--- config.mk ---
export PLATFORM = sky130hd
export DESIGN_NAME = rgb_pwm_fader
export DESIGN_NICKNAME = d
export VERILOG_FILES = /design/src/rtl/rgb_pwm_fader.sv
export SDC_FILE = /design/constraint.sdc
export NUM_CORES = 1
export LEC_CHECK = 0
export BUFFER_PORTS_ARGS = -buffer_cell sky130_fd_sc_hd__buf_4
export CAP_MARGIN = 30
export CORE_ASPECT_RATIO = 1.2
export CORE_MARGIN = 3
export CORE_UTILIZATION = 60
export CTS_CLUSTER_SIZE = 40
export DETAILED_ROUTE_END_ITERATION = 7
export PLACE_DENSITY = 0.8
export SLEW_MARGIN = 20
export SYNTH_ARGS = -nofsm -noshare
export SYNTH_HDL_FRONTEND = slang
export SYNTH_SLANG_ARGS = --single-unit
--- constraint.sdc ---
create_clock -name CLK -period 4.4 [get_ports CLK]
set_input_delay 0.88 -clock CLK [delete_from_list [all_inputs] [get_ports CLK]]
set_output_delay 0.88 -clock CLK [all_outputs]
set_load 0.05 [all_outputs]
--- src/rtl/rgb_pwm_fader.sv ---
// Multi-channel LED PWM driver. Duty changes take effect only at a period
// boundary, either as a direct jump or as an optional one-step-per-interval fade.
module rgb_pwm_fader #(
    parameter int NCH      = 3,
    parameter int DW       = 7,
    parameter int PERIOD   = 100,
    parameter int LED_W    = 4,
    parameter int FADE_DIV = 1
) (
    input  logic                 CLK,
    input  logic                 RESETN,
    input  logic [NCH*DW-1:0]    LEVEL_IN,
    input  logic                 LOAD,
    input  logic                 FADE_EN,
    output logic [NCH*LED_W-1:0] LED_OUT,
    output logic                 PERIOD_TICK,
    output logic                 BUSY
);

    localparam int CW = $clog2(PERIOD);
    localparam int FW = (FADE_DIV > 1) ? $clog2(FADE_DIV) : 1;
    // Duty registers carry one extra bit so that a full-on level of PERIOD = 2^DW fits.
    localparam int AW = DW + 1;

    logic [CW-1:0] cnt;
    logic [FW-1:0] fdiv;
    logic [FW-1:0] fdiv_nxt;
    logic [AW-1:0] tgt     [NCH];
    logic [AW-1:0] act     [NCH];
    logic [AW-1:0] tgt_nxt [NCH];
    logic [AW-1:0] act_nxt [NCH];
    logic [AW-1:0] lvl     [NCH];
    logic          boundary;
    logic          fade_step;
    logic          busy_nxt;

    for (genvar g = 0; g < NCH; g++) begin : g_lvl
        assign lvl[g] = {1'b0, LEVEL_IN[g*DW +: DW]};
    end

    assign boundary  = (cnt == CW'(PERIOD - 1));
    assign fade_step = FADE_EN && (fdiv == FW'(FADE_DIV - 1));

    always_comb begin
        for (int i = 0; i < NCH; i++) begin
            tgt_nxt[i] = tgt[i];
            if (LOAD) begin
                tgt_nxt[i] = (lvl[i] > AW'(PERIOD)) ? AW'(PERIOD) : lvl[i];
            end
        end
    end

    // The boundary update deliberately reads the pre-edge target, so a LOAD
    // landing on the boundary cycle is only acted on one period later.
    always_comb begin
        fdiv_nxt = fdiv;
        for (int i = 0; i < NCH; i++) begin
            act_nxt[i] = act[i];
        end
        if (boundary) begin
            if (!FADE_EN) begin
                fdiv_nxt = '0;
                for (int i = 0; i < NCH; i++) begin
                    act_nxt[i] = tgt[i];
                end
            end else if (fade_step) begin
                fdiv_nxt = '0;
                for (int i = 0; i < NCH; i++) begin
                    if (act[i] < tgt[i]) begin
                        act_nxt[i] = act[i] + AW'(1);
                    end else if (act[i] > tgt[i]) begin
                        act_nxt[i] = act[i] - AW'(1);
                    end
                end
            end else begin
                fdiv_nxt = fdiv + FW'(1);
            end
        end
    end

    always_comb begin
        busy_nxt = 1'b0;
        for (int i = 0; i < NCH; i++) begin
            if (act_nxt[i] != tgt_nxt[i]) begin
                busy_nxt = 1'b1;
            end
        end
    end

    always_ff @(posedge CLK) begin
        if (!RESETN) begin
            cnt         <= '0;
            fdiv        <= '0;
            PERIOD_TICK <= 1'b0;
            BUSY        <= 1'b0;
            LED_OUT     <= '0;
            for (int i = 0; i < NCH; i++) begin
                tgt[i] <= '0;
                act[i] <= '0;
            end
        end else begin
            cnt         <= boundary ? '0 : cnt + CW'(1);
            fdiv        <= fdiv_nxt;
            PERIOD_TICK <= boundary;
            BUSY        <= busy_nxt;
            for (int i = 0; i < NCH; i++) begin
                tgt[i] <= tgt_nxt[i];
                act[i] <= act_nxt[i];
                LED_OUT[i*LED_W +: LED_W] <= {LED_W{AW'(cnt) < act[i]}};
            end
        end
    end

endmodule

# Word-level counts from Yosys, hierarchy flattened
# Memory sizes are Yosys's and may differ from the RTL's.
# Index checks and enable logic that the tools add are counted.
# totals
regBits	19
mem_bits_rw	48
in_bits	25
output_inout_bits	14
elab_cells	69
n_memories	2
# mem_list
memory	words	word_bits	read_ports	rd_ports_with_merged_regs	wr	line	text
act	3	8	3	0	3	29	logic [AW-1:0] act [NCH];
tgt	3	8	3	0	3	28	logic [AW-1:0] tgt [NCH];
# classes
n_addsub	8
order_cmp	12
eq_ne	4
n_mux	28
bitwise	8
reduce_logical	2
# ops
operator	n
two-way mux 8 bit	15
two-way mux 24 bit	3
adder 8 x 1 -> 8 bit, second input constant	3
greater-than comparator 8 bit	3
less-than comparator 7 x 8 -> 1 bit	3
less-than comparator 8 bit	3
!= test 8 bit	3
subtractor 8 x 1 -> 8 bit, second input constant	3
greater-than comparator 7 bit, second input constant	3
two-way mux 7 bit	3
adder 7 x 1 -> 7 bit, second input constant	1
== test 7 bit, second input constant	1
two-way mux 1 bit	7
OR 1 bit	6
inverter 1 bit	2
OR reduction 2 bit	1
adder 1 bit, second input constant	1
logical AND 1 bit	1

# Longest topological paths before layout
# Gate-level depths: netlist of the first run.
# An unclocked memory read counts as a cell.
# depth
word_depth	11
ltp_mapped	14
mapped_depth_nobuf	13

# Worst setup path after synthesis of the first run
# No wires, ideal clock.
# synth_timing
path_type	input port to flip-flop
startpoint	in LOAD
endpoint	reg BUSY
setup_time_ns	0.125
arrival_ns	3.047
required_time_ns	4.275
slack_ns	1.228
stages	11
path_buffers	1
path_cell_list	clkbuf_1 -> mux2i_1 -> nor2_1 -> a21oi_1 -> o221ai_1 -> a222oi_1 -> o211ai_1 -> a211o_1 -> nor4_1 -> nand4_1 -> o41a_1
# synth_via
elab_chain_cells	5
elab_cells_between_ends	9
cone_classes	eq/ne (3); mux (6)
# synth_rtl
item	line	text
start, declared	13	input logic LOAD,
two-way mux 8 bit	47	if (LOAD) begin
!= test 8 bit	84	if (act_nxt[i] != tgt_nxt[i]) begin
two-way mux 1 bit (2 in series)	84	
two-way mux 1 bit (*)	84	
end signal, assigned	105	BUSY <= busy_nxt;
end, declared	17	output logic BUSY
# Mark *: on every way between the ends. The rest lies on a longest branch, timed or not.
# A chain may end at the register's enable or synchronous reset.

==> results of run 1 <==
worst paths after layout:
kind / depth (start not counted) / slack (ns) / startpoint / end
min: 1 / 0.49 / cnt[0] / cnt[0]
max reg2reg: 13 / 0.83 / act[0][8] / BUSY
max: 13 / 0.83 / act[0][8] / BUSY
min reg2reg: 1 / 0.49 / cnt[0] / cnt[0]
flip-flops by register name (all words and copies together), names as in the netlist:
| register | cells |
|---|---|
| act | 24 |
| tgt | 24 |
| cnt | 7 |
| LED_OUT | 3 |
| BUSY | 1 |
| PERIOD_TICK | 1 |
| fdiv | 1 |
cell type report:
cell class | count | area (sq um) | area share (%)
multi-input cells | 498 | 3340 | 62.1
flip-flops and latches | 61 | 1220 | 22.7
repair buffers | 43 | 323 | 6.01
inverters | 44 | 165 | 3.07
clock buffers | 9 | 124 | 2.30
well taps | 92 | 115 | 2.14
clock inverters | 7 | 90.1 | 1.68
kinds of logic after synthesis:
kind of cell    after synthesis  synth area share [%]
mux                          26                  5.44
simple gates                237                  24.8
xor+xnor                     26                  4.65
compound gates              160                  20.6
fa+ha+maj                    49                  12.5
buf+inv                      82                  7.10
flops                        61                  24.9
cells in the final DEF (no fill, tap or decap), types with 13 or more instances in the layout:
cell type  count
nor2_1        71
xnor2_1       19
mux2i_1       21
and3_1        13
o22ai_1       21
dfxtp_1       61
o21ai_0       16
ha_1          49
a31oi_1       15
and2_1        17
a21oi_1       57
nand3_1       25
buf_4         43
inv_1         41
nand2_1       32
nand4_1       17
nor3_1        15
metal layers:
metal | wire (microns) | vias up | share of wire (%) | track usage [%]
li1 | - | 2350 | - | -
met1 | 5960 | 2303 | 41 | 42.1
met2 | 7040 | 245 | 49 | 53.1
met3 | 1040 | 41 | 7.2 | 4.73
met4 | 450 | 0 | 3.1 | 10.5
met5 | 0 | - | 0 | 0
per-stage QoR:
stage	instance area (sq um)	std cells
floorplan	4900	641
global placement	5160	738
detailed placement	5160	738
CTS	5380	754
global route	5380	754
finish	5380	754
power groups by stage:
stage                     Sequential, W  Combinational, W  Clock, W
final                          0.000584          0.000347  0.000570
after global routing           0.000586          0.000377  0.000593
after CTS                      0.000584          0.000343  0.000569
after detailed placement       0.000597          0.000341         0
after global placement         0.000596          0.000335         0
after floorplan                0.000603          0.000247         0
==> results_dict.tcl, run 1 <==
set metrics [dict create \
    tritoncts "done" \
    yosysTopAreaCellShare_pct 24.9 \
    yosysWarnings 0 \
    status "completed" \
    synth_area_sq_mm 0.00490 \
    yosysMostFrequentCell "nor2_1" \
    synth.cells.most_frequent "nor2_1, dfxtp_1, a21oi_1" \
    ir_worst_vdd_mv 0.192 \
    insertion_delay_ns 0.36 \
    fp-row-count 35 \
    grt_pass1_vias 4635 \
    ys_seq_area_share_pct 24.9 \
    h-tree-depth 3 \
    synth.area.top_cells "dfxtp_1, ha_1, a21oi_1, nor2_1, mux2i_1" \
    grt_start_max_net_pins 41 \
    p_switching_w 0.000482 \
    required_ns 4.64 \
    grt_pass1_wl_microns 23400 \
    grt_usage_pct 32.1 \
    ys_async_sr_fraction_pct 0 \
    finish.utilization_pct 69.0 \
    clock_tree.root_cell "clkbuf_8" \
    finalHoldViolCount 0 \
    drive_gt1_share_pct 11.8 \
    critPathCaptureType "flop" \
    netSwitchingFraction_pct 32.1 \
    diodes 0 \
    ys.flop_type "dfxtp_1" \
    fp.dieH_microns 105 \
    seq_power_share_pct 38.9 \
    setup_slack_ns 0.834 \
    place_congestion 0.951 \
    arrival_ns 3.81 \
    hp-class "reg2reg" \
    synth.avg_cell_area_sq_um 7.64 \
    dr.first_iter.drc_count 483 \
    powerDensity_mw_per_mm2 279 \
    p_clk_share_pct 38.0 \
    post_cts_buffers 0 \
    intPower_w 0.00102 \
    cp_cell_sequence "inv_1 -> ha_1 -> nor2b_1 -> o211ai_2 -> a21o_1 -> nand2_2 -> mux2_2 -> mux2_2 -> and3_1 -> a211o_1 -> nor4_1 -> nand4_1 -> o41a_1" \
    hpwlAfterDp_microns 10900 \
    netlist.top_cell.by_area "dfxtp_1" \
    max_stage_delay_ns 0.48 \
    whs_ns 0.494 \
    fin_crit_sh_pct 81.0 \
    cts_buffer_depth 2 \
    max_freq_mhz 280 \
    crit_fanout 8 \
    area_growth_syn_to_layout_pct 9.70 \
    ys_ff_latch 61 \
    vias 4939 \
    p_leak_nw 2.13 \
    finalMaxSlewViolations 0 \
    postSynthCellCount 641 \
    die_x_microns 88.5 \
    place_ws_ns 0.810 \
    finalSetupViolations 0 \
    vias_per_cell 6.55 \
    synth_edf_count 0 \
    port_buffers 38 \
    pin_count 39 \
    rsz0062_at_grt "no" \
    ant_nets 0 \
    cp_slowest_cell "dfxtp_1" \
    path_buf_inv 1 \
    n_fill_cell 674 \
    tns_ns 0 \
    cts_sinks 61 \
    cts_buffers 9 \
    critPathMostFrequentCell "mux2_2" \
    antenna_found_initial 0 \
    drt-pass1-iter-count 6 \
    fin_skew_ns 0.0120 \
    syn_nets 715 \
    ys_types 67 \
    max_cap_viol_count 0 \
    worstMarginPinSlew_ns 0.896 \
    start_kind "flop" \
    drc 0 \
    max_slew_margin_pct 40.2 \
    path_class "reg2reg" \
    grt_overflow 0 \
    hold_buffers 0 \
    post-route-min-period_ns 3.57 \
    die-area_sq_mm 0.00929 \
    initial_core_util_pct 62.9 \
    postCtsResizedCells 0 \
    clkTransAtPathRegs_ns 0.08 \
    wl_per_cell_microns 19.2 \
    wl_microns 14500 \
    nNetsFinal 731 \
    power.total_w 0.00150 \
    core_sq_mm 0.00779 \
    p_comb_share_pct 23.1 \
    path_delay_family "simple AND/OR/NAND/NOR gates" \
]
Note: power is estimated with default switching activity, not from simulation.
==> inputs of run 2 (changes only) <==
- clock period: 4.4 -> 3.4 ns (I/O delays scaled with it)
==> run 2 against run 1 <==
Clock power grew 31%. Count of clock-buffer cells in the layout up 5. Critical path depth unchanged. Maximum frequency up 8.8%. First-iteration DRC count increased by 1.0%. Design area up 6.9%. Sequential power up 29%. Via count rose by 6.0%. Clock skew decreased by 0.0038 ns. Non-clock buffer count increased by 41. Hold slack better by 0.062 ns. Final cell count grew 5.4%. Critical endpoint unchanged. Largest cell class unchanged. Highest routed layer unchanged.
==> results_dict.tcl, run 2 (synthesis results as in run 1) <==
set metrics [dict create \
    critPathCaptureType "flop" \
    die-area_sq_mm 0.00929 \
    drt-pass1-iter-count 6 \
    worstMarginPinSlew_ns 0.954 \
    min_path_cells 2 \
    finalMaxSlewViolations 0 \
    path_class "reg2reg" \
    rrSetupSlack_ns 0.12 \
    wl_microns 15700 \
    tns_ns 0 \
    cts_buffers 9 \
    crit_fanout 8 \
    area_growth_syn_to_layout_pct 17.3 \
    port_buffers 38 \
    p_leak_nw 2.35 \
    finalSetupViolations 0 \
    min_from "tgt[0][15]" \
    antenna_found_initial 0 \
    largestRegisters "act x24, tgt x24, cnt x7" \
    clock_tree.root_cell "clkbuf_8" \
    hold_end "tgt[0][15]" \
    required_ns 3.64 \
    max_slew_margin_pct 36.4 \
    diodes 0 \
    powerDensity_mw_per_mm2 346 \
    r2r_end "BUSY" \
    max_cap_viol_count 0 \
    grt_pass1_wl_microns 24800 \
    vias_per_cell 6.58 \
    fin_crit_sh_pct 96.4 \
    dr.first_iter.drc_count 488 \
    timing.rr.start "act[0][8]" \
    hpwlAfterDp_microns 12000 \
    pin_count 39 \
    hp-class "reg2reg" \
    nNetsFinal 772 \
    h-tree-depth 3 \
    vias 5234 \
    status "completed" \
    r2r_cells 13 \
    clkTransAtPathRegs_ns 0.08 \
    grt_usage_pct 34.3 \
    initial_core_util_pct 62.9 \
    ant_nets 0 \
    fin_skew_ns 0.00816 \
    place_congestion 1.01 \
    grt_pass1_vias 5061 \
    cts_sinks 61 \
    drive_gt1_share_pct 18.3 \
    drc 0 \
    rsz0062_at_grt "no" \
    fp-row-count 35 \
    core_sq_mm 0.00779 \
    grt_overflow 0 \
    wl_per_cell_microns 19.7 \
    finalHoldViolCount 0 \
    arrival_ns 3.52 \
    fp.dieH_microns 105 \
    insertion_delay_ns 0.35 \
    post_cts_buffers 0 \
    cts_buffer_depth 2 \
    grt_start_max_net_pins 32 \
    fin_area_sq_mm 0.00575 \
    tritoncts "done" \
    post-route-min-period_ns 3.28 \
    die_x_microns 88.5 \
    start_kind "flop" \
    layout_commonest_cell "buf_4" \
    mostFrequentLayoutCells "buf_4, nor2_1, dfxtp_1, a21oi_1, ha_1" \
    ir_worst_vdd_mv 0.226 \
    dpl_cell_area_sq_mm 0.00547 \
    max_freq_mhz 305 \
]
[run 2: changes by cell type in the layout (fill, tap and decap cells not counted), sizes merged]
cell / change
buf: +41
clkbuf: +5
clkinv: -3
bufinv: -1
clkinvlp: -1
[run 2: metrics by stage]
| stage | setup WS, ns | utilization, % | cells | hold slack, ns | total power (W) |
|---|---|---|---|---|---|
| floorplan | 0.378 | - | 641 | 0.440 | 0.00110 |
| global placement | 0.0478 | 70.2 | 779 | 0.523 | 0.00123 |
| detailed placement | 0.0392 | 70.2 | 779 | 0.542 | 0.00124 |
| CTS | 0.0229 | 73.1 | 795 | 0.552 | 0.00197 |
| global route | 0.00615 | 73.7 | 795 | 0.562 | 0.00206 |
| finish | 0.122 | 73.7 | 795 | 0.555 | 0.00199 |
[run 2: metal layers]
layer	global-route usage [%]	up-vias	routed length [microns]
met2	58.0	334	7520
li1	-	2427	-
met3	6.55	79	1430
met5	0	-	0
met1	40.4	2394	5820
met4	17.1	0	906
[run 2: critical path, cell delays in order, from the launching register on]
cell and delay (ns):
dfxtp_1 0.46, inv_1 0.10, ha_1 0.21, nor2b_1 0.15, o211ai_2 0.10, a21o_1 0.18, nand2_2 0.19, mux2_2 0.40
mux2_2 0.29, and3_1 0.17, a211o_1 0.22, nor4_1 0.28, nand4_1 0.12, o41a_1 0.32
[run 2: power by group]
part	switching (W)	internal (W)	total, W
clock	0.000306	0.000439	0.000746
sequential	0.0000166	0.000736	0.000753
combinational	0.000294	0.000193	0.000487
total	0.000617	0.00137	0.00199
[run 2: worst max path at each step]
stage	start	to	slack, ns
2_1_floorplan	act[0][8]	BUSY	0.38
3_3_place_gp	act[0][1]	BUSY	0.05
3_5_place_dp	act[0][1]	BUSY	0.04
4_1_cts	act[0][1]	BUSY	0.02
5_1_grt	tgt[0][1]	BUSY	0.006
6_report	act[0][8]	BUSY	0.12
[run 2: timing repair]
item	CTS	global route
hold buffers	0	0
setup endpoints to repair	0	1
resized for setup	0	13
[run 2: area by class of cell]
| cell class | count | area, sq um |
|---|---|---|
| well taps | 92 | 115 |
| repair buffers | 84 | 634 |
| multi-input cells | 498 | 3380 |
| clock buffers | 14 | 193 |
| flip-flops and latches | 61 | 1220 |
| inverters | 44 | 165 |
| clock inverters | 2 | 37.5 |
| fillers | 644 | 2050 |
==> inputs of run 3 (changes only) <==
- clock period: 3.4 -> 3.7 ns (I/O delays scaled with it)
==> run 3 against run 2 <==
Sequential power is 7.6% lower. Die area did not move. Combinational power fell by 14%. Register-to-register slack about the same. Maximum frequency fell by 8.3%. Hold slack got worse by 0.066 ns. Critical path type unchanged.
==> results_dict.tcl, run 3 (synthesis results as in run 1) <==
set metrics [dict create \
    fp-row-count 35 \
    required_ns 3.93 \
    crit_fanout 9 \
    fp.dieH_microns 105 \
    grt_start_max_net_pins 39 \
    max_freq_mhz 280 \
    ir_worst_vdd_mv 0.216 \
    port_buffers 38 \
    drt-pass1-iter-count 6 \
    path_class "reg2reg" \
    finalSetupViolations 0 \
    max_cap_viol_count 0 \
    critPathCaptureType "flop" \
    die_x_microns 88.5 \
    r2r_cells 11 \
    clock_tree.root_cell "clkbuf_8" \
    ant_nets 0 \
    n_fill_cell 642 \
    insertion_delay_ns 0.35 \
    start_kind "flop" \
    dr.first_iter.drc_count 407 \
    grt_pass1_vias 4837 \
    fin_crit_sh_pct 96.6 \
    max_slew_margin_pct 63.0 \
    post-route-min-period_ns 3.57 \
    status "completed" \
    largestRegisters "act x24, tgt x24, cnt x7" \
    grt_usage_pct 33.3 \
    diodes 0 \
    tns_ns 0 \
    area_growth_syn_to_layout_pct 12.2 \
    rsz0062_at_grt "no" \
    wl_microns 14700 \
    max_stage_delay_ns 0.60 \
    worstMarginPinSlew_ns 0.547 \
    mostFrequentLayoutCells "nor2_1, dfxtp_1, buf_4, a21oi_1, ha_1" \
    grt_overflow 0 \
    hpwlAfterDp_microns 11300 \
    cp_slowest_cell "or3b_1" \
    die-area_sq_mm 0.00929 \
    powerDensity_mw_per_mm2 315 \
    min_path_cells 1 \
    core_sq_mm 0.00779 \
    power.total_w 0.00173 \
    finalMaxSlewViolations 0 \
    cts_buffers 9 \
    tritoncts "done" \
    cts_sinks 61 \
    antenna_found_initial 0 \
    layout_commonest_cell "nor2_1" \
    finalHoldViolCount 0 \
    initial_core_util_pct 62.9 \
    post_cts_buffers 0 \
    hp-class "reg2reg" \
    wl_per_cell_microns 19.1 \
    drive_gt1_share_pct 14.0 \
    cts_buffer_depth 2 \
    pin_count 39 \
    h-tree-depth 3 \
    p_leak_nw 2.21 \
    grt_pass1_wl_microns 24300 \
    place_congestion 0.955 \
    fin_skew_ns 0.00954 \
    cp_cell_sequence "ha_1 -> nand4bb_1 -> or3b_1 -> a21oi_2 -> o22ai_1 -> a222oi_1 -> o211ai_1 -> a211o_1 -> nor4_1 -> nand4_1 -> o41a_1" \
    vias_per_cell 6.56 \
    clkTransAtPathRegs_ns 0.08 \
    nNetsFinal 749 \
    drc 0 \
    arrival_ns 3.81 \
    vias 5067 \
]
[run 3: cell types whose count changed in the layout (fill, tap and decap cells not counted), sizes merged]
cell	delta
clkbuf	-2
clkinv	+2
buf	-23
[run 3: repair_timing]
| action | in CTS | in global routing |
|---|---|---|
| endpoints found under the setup margin | 0 | 1 |
| resized for setup | 0 | 4 |
| hold buffers | 0 | 0 |
[run 3: power by group]
group	internal, W	switching [W]	leakage, nW	total (W)
clock network	0.000328	0.000288	0.0964	0.000616
registers	0.000676	0.0000199	0.497	0.000696
logic	0.000165	0.000253	1.62	0.000419
total	0.00117	0.000561	2.21	0.00173
[run 3: final cells by class]
type	count	area [sq um]	area share (%)
Clock buffer	12	145	2.64
Multi-Input combinational cell	498	3340	60.8
Tap cell	92	115	2.09
Timing Repair Buffer	61	458	8.33
Clock inverter	4	47.5	0.865
Inverter	44	165	3.00
Sequential cell	61	1220	22.2
[run 3: metal layers]
metal  global-route usage, %  share of wire [%]  wire length, microns  up-vias
li1                        -                  -                     -     2392
met1                    42.9                 40                  5920     2340
met2                    53.3                 47                  6980      279
met3                    5.21                7.6                  1120       56
met4                    15.6                4.9                   718        0
met5                       0                  0                     0        -
[run 3: per-stage QoR]
| stage | setup slack [ns] | instance area (sq um) | utilization (%) | hold slack [ns] | cells |
|---|---|---|---|---|---|
| after detailed placement | 0.229 | 5300 | 67.9 | 0.474 | 756 |
| after CTS | 0.176 | 5490 | 70.4 | 0.493 | 772 |
| after global routing | 0.0265 | 5500 | 70.5 | 0.545 | 772 |
| final | 0.126 | 5500 | 70.5 | 0.490 | 772 |
| after global placement | 0.299 | 5300 | 67.9 | 0.471 | 756 |
| after floorplan | 0.668 | 4900 | - | 0.440 | 641 |
[run 3: path summary, 6_finish.rpt]
| path | startpoint | slack [ns] | endpoint |
|---|---|---|---|
| hold reg to reg | cnt[0] | 0.49 | cnt[0] |
| setup reg to reg | cnt[1] | 0.13 | BUSY |
| hold / removal | cnt[0] | 0.49 | cnt[0] |
| setup / recovery | cnt[1] | 0.13 | BUSY |
[run 3: worst max-delay path, delay by kind of cell (launching register included)]
| family | cells | cell delay, ns |
|---|---|---|
| compound gates | 6 | 1.55 |
| flops | 1 | 0.41 |
| fa+ha+maj | 1 | 0.23 |
| simple gates | 4 | 1.26 |
